### src/rtl/mips_pkg.sv
// mips_pkg: loader state encoding and instruction-memory geometry shared by the loader.
package mips_pkg;
    localparam int INST_MEM_WORDS = 32;
    localparam int WORD_BYTES = 4;
    typedef enum logic [2:0] {
        IDLE, COUNT, DATA, DONE, ERR
`ifdef PROG_LOADER_CHECKSUM_EN
        , CHECK
`endif
    } loader_state_t;
endpackage

### src/rtl/byte_assembler.sv
// byte_assembler: shifts bytes MSB-first into a 32-bit word; word_valid marks the 4th byte.
module byte_assembler
    import mips_pkg::*;
(
    input  logic        clock,
    input  logic        reset_n,
    input  logic        clear,
    input  logic        shift_en,
    input  logic [7:0]  byte_data,
    output logic        word_valid,
    output logic [31:0] word
);
    logic [23:0] acc;
    logic [1:0]  cnt;

    assign word_valid = shift_en && cnt == 2'(WORD_BYTES - 1);
    assign word = {acc, byte_data};

    always_ff @(posedge clock or negedge reset_n)
        if (!reset_n) begin
            acc <= '0;
            cnt <= '0;
        end else if (clear) begin
            acc <= '0;
            cnt <= '0;
        end else if (shift_en) begin
            acc <= {acc[15:0], byte_data};
            cnt <= cnt + 2'd1;
        end
endmodule

### src/rtl/prog_loader.sv
// prog_loader: length-prefixed byte stream to instruction-memory writes, holding the CPU until loaded.
// Optional trailing XOR checksum byte when PROG_LOADER_CHECKSUM_EN is defined.
module prog_loader
    import mips_pkg::*;
#(
    parameter int MEM_WORDS = INST_MEM_WORDS,
    parameter int CNT_W = 6
) (
    input  logic             clock,
    input  logic             reset_n,
    input  logic             start,
    input  logic             byte_valid,
    input  logic [7:0]       byte_data,
    output logic             byte_ready,
    output logic             load_enable,
    output logic [31:0]      write_addr,
    output logic [31:0]      write_data,
    output logic             cpu_hold,
    output logic             done,
    output logic             error,
    output logic [CNT_W-1:0] words_loaded
);
    localparam logic [7:0] MAX_N = 8'(MEM_WORDS);

    loader_state_t state, state_n;
    logic [CNT_W-1:0] n_words, word_idx;
    logic [31:0] word;
    logic accept, clear, word_valid, is_last;

    assign accept = byte_valid && byte_ready;
    assign clear = start && (state == IDLE || state == DONE || state == ERR);
    // word_idx counts words already handed to the write registers
    assign is_last = word_idx == n_words;
    assign words_loaded = word_idx;
    assign cpu_hold = state != DONE;
    assign done = state == DONE;
    assign error = state == ERR;

    byte_assembler u_asm (
        .clock     (clock),
        .reset_n   (reset_n),
        .clear     (clear),
        .shift_en  (accept && state == DATA),
        .byte_data (byte_data),
        .word_valid(word_valid),
        .word      (word)
    );

    always_comb begin
        byte_ready = state == COUNT || (state == DATA && !is_last);
`ifdef PROG_LOADER_CHECKSUM_EN
        byte_ready = byte_ready || state == CHECK;
`endif
    end

`ifdef PROG_LOADER_CHECKSUM_EN
    logic [7:0] xor_acc;
    always_ff @(posedge clock or negedge reset_n)
        if (!reset_n) xor_acc <= '0;
        else if (clear) xor_acc <= '0;
        else if (accept && state == DATA) xor_acc <= xor_acc ^ byte_data;
`endif

    always_comb begin
        state_n = state;
        case (state)
            IDLE, DONE, ERR: state_n = start ? COUNT : state;
            COUNT: if (accept) state_n = (byte_data == 8'd0 || byte_data > MAX_N) ? ERR : DATA;
`ifdef PROG_LOADER_CHECKSUM_EN
            DATA: if (load_enable && is_last) state_n = CHECK;
            CHECK: if (accept) state_n = (byte_data == xor_acc) ? DONE : ERR;
`else
            DATA: if (load_enable && is_last) state_n = DONE;
`endif
            default: state_n = IDLE;
        endcase
    end

    always_ff @(posedge clock or negedge reset_n)
        if (!reset_n) begin
            state <= IDLE;
            n_words <= '0;
            word_idx <= '0;
            load_enable <= 1'b0;
            write_addr <= '0;
            write_data <= '0;
        end else begin
            state <= state_n;
            load_enable <= word_valid;
            if (clear) word_idx <= '0;
            else if (word_valid) word_idx <= word_idx + 1'b1;
            if (accept && state == COUNT) n_words <= byte_data[CNT_W-1:0];
            if (word_valid) begin
                write_data <= word;
                write_addr <= {{(30-CNT_W){1'b0}}, word_idx, 2'b00};
            end
        end
endmodule
### config.mk
export PLATFORM = sky130hd
export DESIGN_NAME = prog_loader
export DESIGN_NICKNAME = d
export VERILOG_FILES = /design/src/rtl/mips_pkg.sv /design/src/rtl/byte_assembler.sv /design/src/rtl/prog_loader.sv
export SDC_FILE = /design/constraint.sdc
export NUM_CORES = 1
export LEC_CHECK = 0
export BUFFER_PORTS_ARGS = -buffer_cell sky130_fd_sc_hd__buf_4
export CAP_MARGIN = 15
export CORE_ASPECT_RATIO = 0.75
export CORE_MARGIN = 4
export CORE_UTILIZATION = 40
export DETAILED_ROUTE_END_ITERATION = 10
export PLACE_DENSITY = 0.65
export SYNTH_ARGS = -nofsm -noshare
export SYNTH_HDL_FRONTEND = slang
export SYNTH_SLANG_ARGS = --single-unit
export TNS_END_PERCENT = 100
### constraint.sdc
create_clock -name clock -period 1.65 [get_ports clock]
set_input_delay 0.165 -clock clock [delete_from_list [all_inputs] [get_ports clock]]
set_output_delay 0.165 -clock clock [all_outputs]
set_load 0.01 [all_outputs]
# Word-level counts from Yosys, hierarchy flattened
# Index checks and enable logic that the tools add are counted.
[op_classes] add_sub_neg=2 n_reduce_logical=18 mux=11 eq_ne=10 order_cmp=1
[ops] operator="24-bit two-way mux" n=2
[ops] operator="3-bit two-way mux" n=4
[ops] operator="6-bit two-way mux" n=2
[ops] operator="3-bit case mux with 3 select lines" n=1
[ops] operator="8-bit by 6-bit > comparator with 1-bit output (second input constant)" n=1
[ops] operator="8-bit zero test" n=1
[ops] operator="1-bit logical AND" n=7
[ops] operator="6-bit by 1-bit adder with 6-bit output (second input constant)" n=1
[ops] operator="3-bit by 2-bit equality test with 1-bit output (second input constant)" n=2
[ops] operator="6-bit equality test" n=1
[ops] operator="1-bit logical OR" n=4
[ops] operator="2-bit two-way mux" n=2
[ops] operator="2-bit != test (second input constant)" n=2
[ops] operator="2-bit nonzero test" n=2
[ops] operator="3-bit by 1-bit equality test with 1-bit output (second input constant)" n=1
[ops] operator="3-bit equality test (second input constant)" n=1
[ops] operator="3-bit zero test" n=1
[ops] operator="3-bit by 2-bit != test with 1-bit output (second input constant)" n=1
[ops] operator="3-bit AND reduction" n=1
[ops] operator="3-bit OR reduction" n=1
[ops] operator="2-bit by 1-bit adder with 2-bit output (second input constant)" n=1
[ops] operator="2-bit equality test (second input constant)" n=1
[ops] operator="2-bit by 1-bit != test with 1-bit output (second input constant)" n=1
[ops] operator="1-bit zero test" n=1
[totals] ff_bits=80 in_bits=12 word_cells=50

# Logic depth before layout (Yosys ltp)
# Gate-level depths: netlist of the first run.
[depth] depth_word=9 ltp_mapped=6 mapped_depth_nobuf=5

# Cells and area by module
# Synthesis of the first run repeated with hierarchy kept, for this count alone.
[unflattened] cells_unflattened=285 hier_area_um2=3627.2
[modules_own_cells] module="prog_loader" instances=1 cells_per_inst=191 area_per_inst_um2=2473.6
[modules_own_cells] module="byte_assembler" instances=1 cells_per_inst=94 area_per_inst_um2=1153.6

# Least setup slack after synthesis of the first run
# No wires, ideal clock.
[synth_path] path_kind="register to register" from="register word_idx[4] (netlist: words_loaded[4])" to="register word_idx[5] (netlist: words_loaded[5])" arrival_time_ns=1.704 setup_slack_ns=-0.180 path_stages_with_launch=7 setup_time_ns=0.126 n_path_buf=1 cell_sequence="dfrtp_1 -> xor2_1 -> nor4_4 -> a21oi_2 -> buf_4 -> and3_1 -> a221o_1"
[synth_between] elab_chain_cells=8 elab_cells_between_ends=11 cone_classes="add/sub: 1; eq/ne: 1; mux: 2; reduce/logical: 7"
[synth_lines] element="start, declared" line_no="prog_loader.sv:26" rtl="logic [CNT_W-1:0] n_words, word_idx;"
[synth_lines] element="start signal, assigned" line_no="prog_loader.sv:91" rtl="else if (word_valid) word_idx <= word_idx + 1'b1;"
[synth_lines] element="parallel branches: the longest is 8 deep, another holds 6-bit by 1-bit adder with 6-bit output"
# Parallel ways; which one is timed is not known. The select of a mux whose other input is x is not followed.
# A chain may end at the register's enable or synchronous reset.

# Worst setup path in the final report of the first run
[layout_path] from="register n_words[1]" to="register word_idx[5] (netlist: words_loaded[5])"
[layout_between] elab_chain_cells=8
[layout_lines] element="start, declared" line_no="prog_loader.sv:26"
[layout_lines] element="start signal, assigned" line_no="prog_loader.sv:92" rtl="if (accept && state == COUNT) n_words <= byte_data[CNT_W-1:0];"
[layout_lines] element="6-bit equality test" line_no="prog_loader.sv:33" rtl="assign is_last = word_idx == n_words;"
[layout_lines] element="1-bit zero test" line_no="prog_loader.sv:50" rtl="byte_ready = state == COUNT || (state == DATA && !is_last);"
[layout_lines] element="1-bit logical AND" line_no="prog_loader.sv:50"
[layout_lines] element="1-bit logical OR" line_no="prog_loader.sv:50"
[layout_lines] element="1-bit logical AND" line_no="prog_loader.sv:30" rtl="assign accept = byte_valid && byte_ready;"
[layout_lines] element="1-bit logical AND" line_no="prog_loader.sv:43" rtl=".shift_en (accept && state == DATA),"
[layout_lines] element="1-bit logical AND" line_no="byte_assembler.sv:16" rtl="assign word_valid = shift_en && cnt == 2'(WORD_BYTES - 1);"
[layout_lines] element="2-bit nonzero test (no line)"
# No other way between the ends.

==> impl_metrics.json, run 1 <==
{
  "outcome": "finished with violations",
  "violations": "negative setup slack",
  "hpwl_um": 5210,
  "start_kind": "register",
  "seq_power_share_pct": 41.3,
  "die_w_um": 116,
  "grtUsageTotal_pct": 16.3,
  "cts_tree": "yes",
  "grt_pass1_vias": 2425,
  "synthCells": 306,
  "p_comb_share_pct": 19.4,
  "grt_antenna_before_repair": 0,
  "ir_worst_vdd_uv": 467,
  "rows": 29,
  "fin_nets": 420,
  "cp.required_ps": 1860,
  "antenna_left": 0,
  "drtIter0Drc": 162,
  "viasPerCell": 5.01,
  "hold_violations": 0,
  "mostFrequentLayoutCell": "buf_4",
  "drv_cap": 0,
  "gp_congestion": 0.828,
  "setup_slack_ps": -311,
  "cts.root.buffer_cell": "clkbuf_16",
  "clock_latency_ps": 330,
  "power.density_nw_per_um2": 1070,
  "placed_cells": 483,
  "syn_area_per_cell_sq_um": 11.5,
  "r2r.worst_path.cells": 7,
  "rsz0062_at_grt": "true",
  "place_area_sq_um": 4200,
  "clkPwrFrac_pct": 39.3,
  "clk_path_buf_depth": 2,
  "crit_start": "n_words[1]",
  "setup_viol": 71,
  "layout_common_cells": "79 x buf_4, 78 x dfrtp_1, 42 x nand2_1, 35 x mux2_4, 26 x conb_1",
  "r2r_end": "words_loaded[5]",
  "yosys_warnings": 0,
  "period_needed_ps": 1960,
  "cts-buffers-inserted": 9,
  "cts_sinks": 80,
  "p_sw_share_pct": 27.1,
  "num_vias": 2602,
  "crit_end": "words_loaded[5]",
  "finalMaxSlewViolations": 0,
  "skew_ps": 8.26,
  "io_buffers": 60,
  "stdcell_area_sq_um": 5100,
  "worstHoldPathType": "primary input to register",
  "regToRegStartpoint": "n_words[1]",
  "end_kind": "register",
  "coreArea_sq_um": 8490,
  "start_util_pct": 41.3,
  "htree_levels": 3,
  "holdWs_ps": 54.5,
  "antennaDiodeCount": 0,
  "leakage_uw": 0.00258,
  "grt_pass1_wl_um": 13000,
  "critPathMaxFanout": 22,
  "final_layout_size_suffix_gt1_share_pct": 50.1,
  "r2r_slack_ps": -310,
  "drt-total-wl_um": 9150,
  "clk_pin_slew_ps": 60,
  "netSwitchingPower_uw": 1480,
  "period_share_pct": 119,
  "criticalPathCategory": "register to register",
  "drc": 0,
  "fmax_ghz": 0.510,
  "cp_data_arrival_time_ps": 2170,
  "p_int_uw": 3970,
  "pin_count": 87,
  "die_h_um": 89.1,
  "routedWlPerCell_um": 17.6,
  "final_cells": 519,
  "die-area_sq_um": 10300,
  "syn_area_sq_um": 3500,
  "first_pass_iters": 4,
  "ys_seq_area_share_pct": 57.1,
  "ys_ff_latch": 80,
  "grt_max_degree": 52,
  "final_core_util_pct": 60.1,
  "overflow": 0,
  "power_uw": 5440,
  "area_growth_pct": 45.5,
  "synth_cell_types": 33
}
worst max-delay path: stages, from the launching register on:
cell and delay, ps:
dfrtp_1 410, xor2_2 200, nor4_4 310, buf_4 170, a21oi_4 110, buf_12 210
and3_1 170, a221o_1 260
power by group through the flow:
stage                     Clock, uW  Combinational [uW]  Sequential (uW)
after global placement            0                 869             2250
after CTS                      2150                 916             2230
final                          2140                1060             2250
after global routing           2260                1170             2260
after floorplan                   0                 540             2240
after detailed placement          0                 881             2260
flip-flops by register name (all words and copies together) (netlist names):
name / count
load_enable: 1
u_asm.acc: 24
u_asm.cnt: 2
write_data: 32
write_addr: 6
n_words: 6
words_loaded: 6
state: 3
repair_timing:
item | CTS | global route
endpoints found under the setup margin | 57 | 72
cloned | 2 | 8
pin swaps | 5 | 7
endpoints found under the hold margin | 31 | 0
resized for setup | 48 | 68
buffers inserted | 5 | 7
hold buffers | 1 | 0
cell type report:
type | instances | area (sq um)
fill | 661 | 3390
sequential | 80 | 2000
multi-input combinational | 206 | 1630
timing repair buffer | 103 | 987
clock buffer | 11 | 243
tap | 108 | 135
clock inverter | 5 | 80.1
inverter | 6 | 22.5
per-stage QoR:
stage	setup slack (ps)	TNS (ps)
after floorplan	-103	-1990
after global placement	-137	-5010
after detailed placement	-188	-6630
after CTS	-289	-8650
after global routing	-384	-19590
final	-311	-14860
how the worst min path moves through the flow:
| stage | end | depth (start not counted) | from | slack, ps |
|---|---|---|---|---|
| after global routing | u_asm.acc[7] | 3 | byte_data[7] | 60 |
| after global placement | n_words[3] | 1 | reset_n | 150 |
| final | u_asm.acc[7] | 3 | byte_data[7] | 50 |
| after CTS | state[2] | 2 | start | 60 |
| after floorplan | load_enable | 0 | reset_n | -130 |
| after detailed placement | write_data[5] | 1 | reset_n | 150 |
cell families (layout without fill, tap and decap cells):
group	count (synthesis)	in the layout	share of synthesized area [%]
AND/OR/NAND/NOR	84	84	10.7
flip-flops	80	80	57.1
multiplexers	46	46	14.7
buffers and inverters	45	125	8.03
AO/OA/AOI/OAI	39	39	6.39
XOR/XNOR	9	9	2.25
adder cells (fa/ha/maj)	2	2	0.714
other	1	26	0.107
cells in the mapped netlist (all sizes together):
| library cell | instances | share of area, % |
|---|---|---|
| dfrtp | 80 | 57 |
| nand2 | 60 | 6.4 |
| mux2 | 44 | 14 |
| buf | 36 | 7.1 |
| o21ai | 28 | 4.0 |
| nor2 | 9 | 0.96 |
| xor2 | 7 | 1.7 |
| inv | 6 | 0.64 |
| a21oi | 4 | 0.68 |
| clkbuf | 3 | 0.32 |
| nand3 | 3 | 0.43 |
| a21boi | 2 | 0.43 |
| a221o | 2 | 0.57 |
| and3 | 2 | 0.36 |
| ha | 2 | 0.71 |
| mux2i | 2 | 0.57 |
| nor2b | 2 | 0.36 |
| nor3 | 2 | 0.43 |
| xnor2 | 2 | 0.50 |
| a22o | 1 | 0.25 |
| a32o | 1 | 0.29 |
| and3b | 1 | 0.25 |
| conb | 1 | 0.11 |
| nand2b | 1 | 0.18 |
| nor4 | 1 | 0.61 |
| nor4bb | 1 | 0.29 |
| o22ai | 1 | 0.18 |
| or2 | 1 | 0.18 |
| or4 | 1 | 0.21 |
routing by layer:
layer  share of wire [%]  vias up  global-route usage, %
met1                  48     1318                   25.1
met2                  44       90                   22.7
met4                 1.1        0                   3.79
met3                 6.6       11                   4.87
met5                   0        -                      0
li1                    -     1183                      -
Power figures use the tool's default switching activity.
==> inputs of run 2 (changes only) <==
==> constraint.sdc (replaced) <==
create_clock -name clock -period 1.65 [get_ports clock]
set_input_delay 0.2475 -clock clock [delete_from_list [all_inputs] [get_ports clock]]
set_output_delay 0.2475 -clock clock [all_outputs]
set_load 0.01 [all_outputs]
==> run 2 against run 1 <==
Effect of this change: the run still ends with negative setup slack left; worst setup slack lost 33 ps; flip-flop and latch count unchanged; clock skew up 0.54 ps; utilization rose by 2.2 points; via count shrank 1.1%; hold slack improved by 87 ps; first-iteration DRC count decreased by 22%; clock power hardly changed; wire length grew 2.0%; sequential power is essentially flat; die area stayed put; critical path depth unchanged; largest cell class unchanged; largest power group unchanged.
==> impl_metrics.json, run 2 (synthesis results as in run 1) <==
{
  "outcome": "finished with violations",
  "violations": "negative setup slack",
  "fin_nets": 429,
  "cp.required_ps": 1400,
  "drv_cap": 0,
  "ir_worst_vdd_uv": 746,
  "criticalPathCategory": "register to primary output",
  "seq_power_share_pct": 41.0,
  "drtIter0Drc": 127,
  "r2r.worst_path.cells": 7,
  "largest_reg_flops": 32,
  "rows": 29,
  "reg_top3": "write_data: 32 flops, u_asm.acc: 24 flops",
  "io_buffers": 60,
  "grtUsageTotal_pct": 18.1,
  "clk_path_buf_depth": 2,
  "p_comb_share_pct": 20.1,
  "grt_pass1_wl_um": 14200,
  "p_int_uw": 3940,
  "rsz0062_at_grt": "true",
  "final_cells": 528,
  "start_util_pct": 41.3,
  "cts.root.buffer_cell": "clkbuf_16",
  "drc": 0,
  "skew_ps": 8.80,
  "viasPerCell": 4.87,
  "layout_common_cells": "87 x buf_4, 78 x dfrtp_1, 38 x mux2_4, 33 x nand2_1, 26 x conb_1",
  "cp_data_arrival_time_ps": 1750,
  "hold_end": "u_asm.acc[6]",
  "period_needed_ps": 1990,
  "overflow": 0,
  "leakage_uw": 0.00270,
  "grt_antenna_before_repair": 0,
  "clkPwrFrac_pct": 38.9,
  "num_vias": 2573,
  "regArea_sq_um": 2000,
  "clock_latency_ps": 340,
  "cts_sinks": 80,
  "hpwl_um": 5450,
  "pin_count": 87,
  "hold_violations": 0,
  "fmax_ghz": 0.501,
  "p_sw_share_pct": 28.3,
  "setup-tns-final_ps": -15460,
  "setup_slack_ps": -344,
  "die_w_um": 116,
  "regToRegStartpoint": "words_loaded[0]",
  "regMostFlops": "write_data",
  "critPathMaxFanout": 2,
  "start_kind": "register",
  "grt_pass1_vias": 2628,
  "clk_pin_slew_ps": 60,
  "area_growth_pct": 50.9,
  "placed_cells": 487,
  "power.density_nw_per_um2": 1040,
  "place_area_sq_um": 4240,
  "gp_congestion": 0.838,
  "worstHoldPathType": "primary input to register",
  "setup_viol": 71,
  "r2r_end": "write_data[22]",
  "final_layout_size_suffix_gt1_share_pct": 55.0,
  "holdWs_ps": 141,
  "routedWlPerCell_um": 17.7,
  "antennaDiodeCount": 0,
  "hold_depth": 3,
  "htree_levels": 3,
  "netSwitchingPower_uw": 1550,
  "end_kind": "primary output",
  "fillers": 655,
  "drt-total-wl_um": 9340,
  "coreArea_sq_um": 8490,
  "cts-buffers-inserted": 9,
  "die_h_um": 89.1,
  "stdcell_area_sq_um": 5290,
  "multi_input_area_sq_um": 1710,
  "antenna_left": 0,
  "period_share_pct": 121,
  "grt_max_degree": 32,
  "die-area_sq_um": 10300,
  "r2r_slack_ps": -310,
  "first_pass_iters": 4,
  "mostFrequentLayoutCell": "buf_4",
  "finalMaxSlewViolations": 0,
  "hp-start": "byte_data[6]",
  "cts_tree": "yes"
}
## run 2: worst max-delay path by stage
| stage | cells past startpoint | endpoint | from |
|---|---|---|---|
| 6_report | 7 | byte_ready | words_loaded[0] |
| 5_1_grt | 7 | byte_ready | words_loaded[0] |
| 4_1_cts | 7 | byte_ready | words_loaded[4] |
| 3_5_place_dp | 6 | words_loaded[5] | n_words[1] |
| 3_3_place_gp | 6 | words_loaded[5] | n_words[1] |
| 2_1_floorplan | 6 | words_loaded[5] | words_loaded[1] |
## run 2: cell type report
type	instances	share of cell area (%)
flip-flops and latches	80	37.9
multi-input cells	206	32.4
repair buffers	112	20.7
clock buffers	9	4.26
well taps	108	2.56
clock inverters	7	1.82
inverters	6	0.426
## run 2: per-stage QoR
step                      total power, uW  setup slack [ps]  util (%)
after CTS                            5430              -356      58.6
final                                5490              -344      62.3
after detailed placement             3150              -184      50.0
after global routing                 5750              -470      62.3
after floorplan                      2780              -103         -
after global placement               3110              -130      50.0
## run 2: power groups by stage
| stage | registers (uW) | logic, uW | clock network, uW |
|---|---|---|---|
| global placement | 2250 | 859 | 0 |
| global route | 2270 | 1200 | 2280 |
| floorplan | 2240 | 540 | 0 |
| CTS | 2240 | 1030 | 2170 |
| finish | 2250 | 1100 | 2130 |
| detailed placement | 2260 | 889 | 0 |
## run 2: critical path: stages (launching register included)
cell	delay, ps
dfrtp_2	430
xor2_2	190
nor4_4	270
buf_4	160
nand2_2	50
a21boi_2	120
nor2_1	50
buf_4	130
## run 2: repair_timing
item	4_1_cts	5_1_grt
setup endpoints to repair	50	74
cloned	6	4
hold endpoints to repair	21	0
resized for setup	68	92
hold buffers	1	0
pin swaps	7	23
buffers inserted	17	7
## run 2: metal layers
| layer | vias to the layer above | track usage, % | wire length, um |
|---|---|---|---|
| li1 | 1191 | - | - |
| met1 | 1299 | 26.2 | 4500 |
| met2 | 73 | 26.8 | 4240 |
| met3 | 10 | 6.29 | 520 |
| met4 | 0 | 3.48 | 74 |
| met5 | - | 0 | 0 |
